### config.mk
export PLATFORM = sky130hd
export DESIGN_NAME = reg_file_32x32
export DESIGN_NICKNAME = d
export VERILOG_FILES = /design/src/rtl/reg_file_32x32_pkg.sv /design/src/rtl/reg_file_32x32.sv
export SDC_FILE = /design/constraint.sdc
export NUM_CORES = 2
export LEC_CHECK = 0
export BUFFER_PORTS_ARGS = -buffer_cell sky130_fd_sc_hd__clkbuf_2
export CORE_AREA = 2 2 354 356
export DETAILED_ROUTE_END_ITERATION = 6
export DIE_AREA = 0 0 356 358
export GPL_TIMING_DRIVEN = 0
export PLACE_DENSITY_LB_ADDON = 0.12
export SYNTH_ARGS = -nofsm -noshare
export SYNTH_HDL_FRONTEND = slang
export SYNTH_SLANG_ARGS = --single-unit
### constraint.sdc
create_clock -name clk -period 10.6 [get_ports clk]
set_clock_uncertainty 0.2 [all_clocks]
set_input_delay 3.18 -clock clk [delete_from_list [all_inputs] [get_ports clk]]
set_output_delay 3.18 -clock clk [all_outputs]
set_load 0.005 [all_outputs]
### src/rtl/reg_file_32x32_pkg.sv
// -----------------------------------------------------------------------------
// reg_file_32x32_pkg
// Shared datapath definitions for the register file, the control unit and the
// RegDst / MemtoReg muxes:
//   REGFILE_DW  data width (32)
//   REGFILE_AW  register address width (5), depth = 2**REGFILE_AW
//   REG_ZERO    hardwired-zero register index
//   REG_SP      MIPS stack pointer alias ($29)
//   REG_RA      MIPS return address alias ($31)
// -----------------------------------------------------------------------------
package reg_file_32x32_pkg;

  localparam int REGFILE_DW = 32;
  localparam int REGFILE_AW = 5;

  localparam logic [REGFILE_AW-1:0] REG_ZERO = 5'd0;
  localparam logic [REGFILE_AW-1:0] REG_SP   = 5'd29;
  localparam logic [REGFILE_AW-1:0] REG_RA   = 5'd31;

endpackage : reg_file_32x32_pkg

### src/rtl/reg_file_32x32.sv
// -----------------------------------------------------------------------------
// reg_file_32x32
// MIPS-style 32 x 32-bit register file, two combinational read ports and one
// synchronous write port. Register 0 always reads as zero.
//
// Ports:
//   clk      rising-edge clock
//   reset_n  synchronous active-low reset; clears every register, beats we
//   we       write enable (RegWrite)
//   waddr    write address (RegDst mux output)
//   wdata    write data (MemtoReg mux output)
//   raddr1   read address, port 1 (rs)
//   raddr2   read address, port 2 (rt)
//   rdata1   read data, port 1
//   rdata2   read data, port 2
//
// Configuration macro:
//   REGFILE_BYPASS_EN  when defined, a read that hits the address being
//                      written this cycle returns wdata (write-through);
//                      when undefined, the read returns the stored value
//                      until the write edge.
// -----------------------------------------------------------------------------
module reg_file_32x32
  import reg_file_32x32_pkg::*;
#(
  parameter int DW = REGFILE_DW,
  parameter int AW = REGFILE_AW
) (
  input  logic          clk,
  input  logic          reset_n,
  input  logic          we,
  input  logic [AW-1:0] waddr,
  input  logic [DW-1:0] wdata,
  input  logic [AW-1:0] raddr1,
  input  logic [AW-1:0] raddr2,
  output logic [DW-1:0] rdata1,
  output logic [DW-1:0] rdata2
);

  localparam int DEPTH = 2 ** AW;

`ifdef REGFILE_BYPASS_EN
  localparam logic BYPASS_EN = 1'b1;
`else
  localparam logic BYPASS_EN = 1'b0;
`endif

  logic [DW-1:0] regs_r [0:DEPTH-1];

  logic          write_fire_s;
  logic          hit1_s;
  logic          hit2_s;

  // Zero register first, then same-cycle forwarding, then the stored word.
  function automatic logic [DW-1:0] read_port(
    input logic [AW-1:0] raddr,
    input logic [DW-1:0] stored,
    input logic          bypass_hit,
    input logic [DW-1:0] bypass_data
  );
    logic [DW-1:0] result;
    if (raddr == {AW{1'b0}}) begin
      result = {DW{1'b0}};
    end else if (bypass_hit) begin
      result = bypass_data;
    end else begin
      result = stored;
    end
    return result;
  endfunction

  // A write only lands out of reset and never on register 0.
  always_comb begin
    write_fire_s = reset_n & we & (waddr != {AW{1'b0}});
  end

  // Forwarding hits; tied off in the non-bypass build through BYPASS_EN.
  always_comb begin
    hit1_s = BYPASS_EN & write_fire_s & (raddr1 == waddr);
    hit2_s = BYPASS_EN & write_fire_s & (raddr2 == waddr);
  end

  // Storage: synchronous clear on reset, otherwise the single write port.
  always_ff @(posedge clk) begin
    if (!reset_n) begin
      for (int i = 0; i < DEPTH; i++) begin
        regs_r[i] <= {DW{1'b0}};
      end
    end else if (write_fire_s) begin
      regs_r[waddr] <= wdata;
    end
  end

  // Both read ports share the same selection logic.
  always_comb begin
    rdata1 = read_port(raddr1, regs_r[raddr1], hit1_s, wdata);
    rdata2 = read_port(raddr2, regs_r[raddr2], hit2_s, wdata);
  end

endmodule : reg_file_32x32
==> results_dict.tcl <==
set metrics [dict create \
    status "complete, but fails checks" \
    failed_checks "capacitance limit, slew limit, setup timing" \
    post_drt_wl_per_cell_um 40.7 \
    htreeDepth 3 \
    hp-class "in -> reg" \
    yosys-top-cells-area "edfxtp_1 (57%), mux4_2 (20%), and2_1 (11%)" \
    synthCells 3507 \
    initial_core_util 0.439 \
    seq_area_frac_synth 0.567 \
    area_delta_synth_final_pct 15.2 \
    startpoint_type "primary input" \
    syn_avg_cell_area_um2 15.5 \
    min_path_cells 2 \
    dp.cells 5336 \
    crit_arrival_ns 7.46 \
    setup_ws_ns -0.237 \
    grt_usage 0.355 \
    dp_hpwl_um 161000 \
    rsz0062_at_grt "no" \
    die_x_um 356 \
    dr.pass1.iters 6 \
    finalCritPeriodShare 1.02 \
    root_buffer "clkbuf_16" \
    worstMarginPinSlew_ns 1.55 \
    crit_required_ns 7.22 \
    finalNetCount 3868 \
    synth_edf_count 1024 \
    die_area_mm2 0.127 \
    yosysWarnings 0 \
    rows 129 \
    largest_reg_flops 1024 \
    holdWs_ns 2.59 \
    finalSetupViolCount 8 \
    coreArea_mm2 0.123 \
    max_cap_viol_count 2 \
    synth_area_mm2 0.0542 \
    cts_tree "yes" \
    hold_path_end "regs_r[5][24]" \
    tns_ns -0.844 \
    largest_register "regs_r" \
    p_leak_nw 21.4 \
    antenna_found_initial 11 \
    via_per_inst 6.63 \
    powerDensity_mw_per_mm2 164 \
    io_buffers 106 \
    yosysTopAreaCell "edfxtp_1" \
    die_h_um 358 \
    final_area_mm2 0.0624 \
    synth-seq-cells 1024 \
    hold_viol 0 \
    cts_buffers 116 \
    fmax_mhz 92.3 \
    synth_cell_types 44 \
    cts.sinks 1024 \
    nFillCells 10500 \
    max-slew-margin-rel -0.0597 \
    finalCriticalPeriod_ns 10.84 \
    vias 36900 \
    synth_ff_type "edfxtp_1" \
    grt_pass1_wl_um 303000 \
    synthArstFlopShare 0 \
    drt-total-wl_um 227000 \
    grt_pass1_vias 35500 \
    crit_fanout 10 \
    clockBufferDepth 3 \
    gp_congestion 0.962 \
    ir_worst_vdd_uv 149 \
    placedInstanceArea_mm2 0.0586 \
    end_kind "output port" \
    reg.largest.list "regs_r: 1024 flops" \
    finalNonFillerCells 5566 \
    initialDrtViolationCount 6486 \
    grt_max_degree 21 \
    drive_above_1_share 0.251 \
    path_clk_slew_ns 0.06 \
    crit_start "raddr2[2]" \
    crit_type "in -> out" \
    slew_viol_final 12 \
    hp-start "wdata[24]" \
    cts_setup_buffers 0 \
    drc 0 \
    pin_count 114 \
    ant_nets 0 \
    grt_overflow_total 0 \
    synth_top_area_share 0.567 \
]
logic make-up after synthesis:
kind of cell / after synthesis / share of synthesized area
other cells: 1 / 0.0000692
flops: 1024 / 0.567
mux: 652 / 0.230
buf+inv: 392 / 0.0334
compound gates: 290 / 0.0392
simple gates: 1148 / 0.130
synthesized netlist by cell type, types with 2 or more instances:
| cell | instances |
|---|---|
| edfxtp_1 | 1024 |
| and2_1 | 995 |
| mux4_2 | 472 |
| clkbuf_1 | 268 |
| mux2i_1 | 150 |
| o22ai_1 | 103 |
| nor3_1 | 54 |
| a22o_1 | 51 |
| buf_2 | 46 |
| nor2_1 | 37 |
| o21ai_0 | 35 |
| buf_4 | 33 |
| a2111oi_1 | 32 |
| mux2_2 | 30 |
| a2111oi_0 | 23 |
| buf_6 | 21 |
| buf_1 | 20 |
| a22oi_1 | 16 |
| nor2b_1 | 14 |
| a21oi_1 | 12 |
| nand2_1 | 9 |
| a211oi_1 | 7 |
| nand2b_1 | 5 |
| nand3_1 | 5 |
| nand3b_1 | 5 |
| nor4_1 | 5 |
| a221oi_1 | 4 |
| a32o_1 | 4 |
| and3_1 | 3 |
| inv_1 | 3 |
| or3_1 | 3 |
| or3b_2 | 3 |
| a221o_1 | 2 |
| nand4b_1 | 2 |
| nor4b_1 | 2 |
cell type report:
cell class,instances,area (µm²),area share
flip-flops and latches,1024,30700,0.493
inverters,3,11.3,0.000180
clock buffers,141,3060,0.0490
repair buffers,162,1860,0.0298
multi-input cells,2122,22100,0.355
plain buffers,389,1840,0.0295
clock inverters,79,691,0.0111
well taps,1637,2050,0.0328
diodes,9,22.5,0.000361
critical path, cell delays in order:
cell,delay [ns]
buf_2,0.18
buf_2,0.26
buf_4,0.29
nand3b_1,0.86
clkbuf_1,0.89
o22ai_1,0.18
a2111oi_1,0.99
nor3_1,0.34
clkbuf_2,0.21
layout by cell type (no fill, tap or decap), types with 5 or more instances in the layout:
cell type and count:
o22ai_1 103, buf_16 36, diode_2 9, nand3_1 5, buf_2 51, nor2_1 36
nor2b_1 14, nor4_1 5, buf_12 14, a2111oi_0 20, mux2_2 30, edfxtp_1 1024
and2_1 995, clkinv_2 25, a22o_1 51, buf_4 33, nor3_1 53, a2111oi_2 5
mux2i_1 150, a21oi_1 12, a22oi_1 16, bufinv_16 12, clkbuf_2 116, buf_6 21
mux4_2 472, o21ai_4 31, nand2_1 9, nand3b_1 5, clkinv_1 35, clkbuf_1 278
buf_1 17, a2111oi_1 30, conb_1 32, nand2b_1 5, a211oi_1 7, clkbuf_16 119
layer usage:
layer,up-vias,GRT usage,part of all wire,wire [µm]
li1,14300,-,-,-
met2,2894,0.512,0.43,96800
met1,19100,0.477,0.37,85000
met5,-,0.0115,0.0011,242
met4,8,0.197,0.066,15000
met3,553,0.114,0.13,29700
through the flow:
stage          power (mW)  setup WS (ns)   util
2_1_floorplan        5.55           2.40      -
3_3_place_gp         6.16          -1.04  0.461
3_5_place_dp         6.21         -0.263  0.475
4_1_cts              10.2         0.0100  0.506
5_1_grt              10.4        0.00243  0.506
6_report             10.3         -0.237  0.506
where the power goes:
group / total (mW) / switching (mW) / internal (mW)
logic: 1.38 / 0.838 / 0.539
registers: 4.80 / 0.119 / 4.68
clock network: 4.08 / 1.75 / 2.33
timing repair:
action	CTS	global route
cloned	0	0
gates resized for setup	6	10
hold buffers	0	0
setup endpoints to repair	6	7
worst max-delay path by stage:
stage,to
floorplan,rdata2[5]
global placement,rdata2[5]
detailed placement,rdata2[12]
CTS,rdata2[19]
global route,rdata2[31]
finish,rdata2[19]
Note: power is estimated with default switching activity, not from simulation.
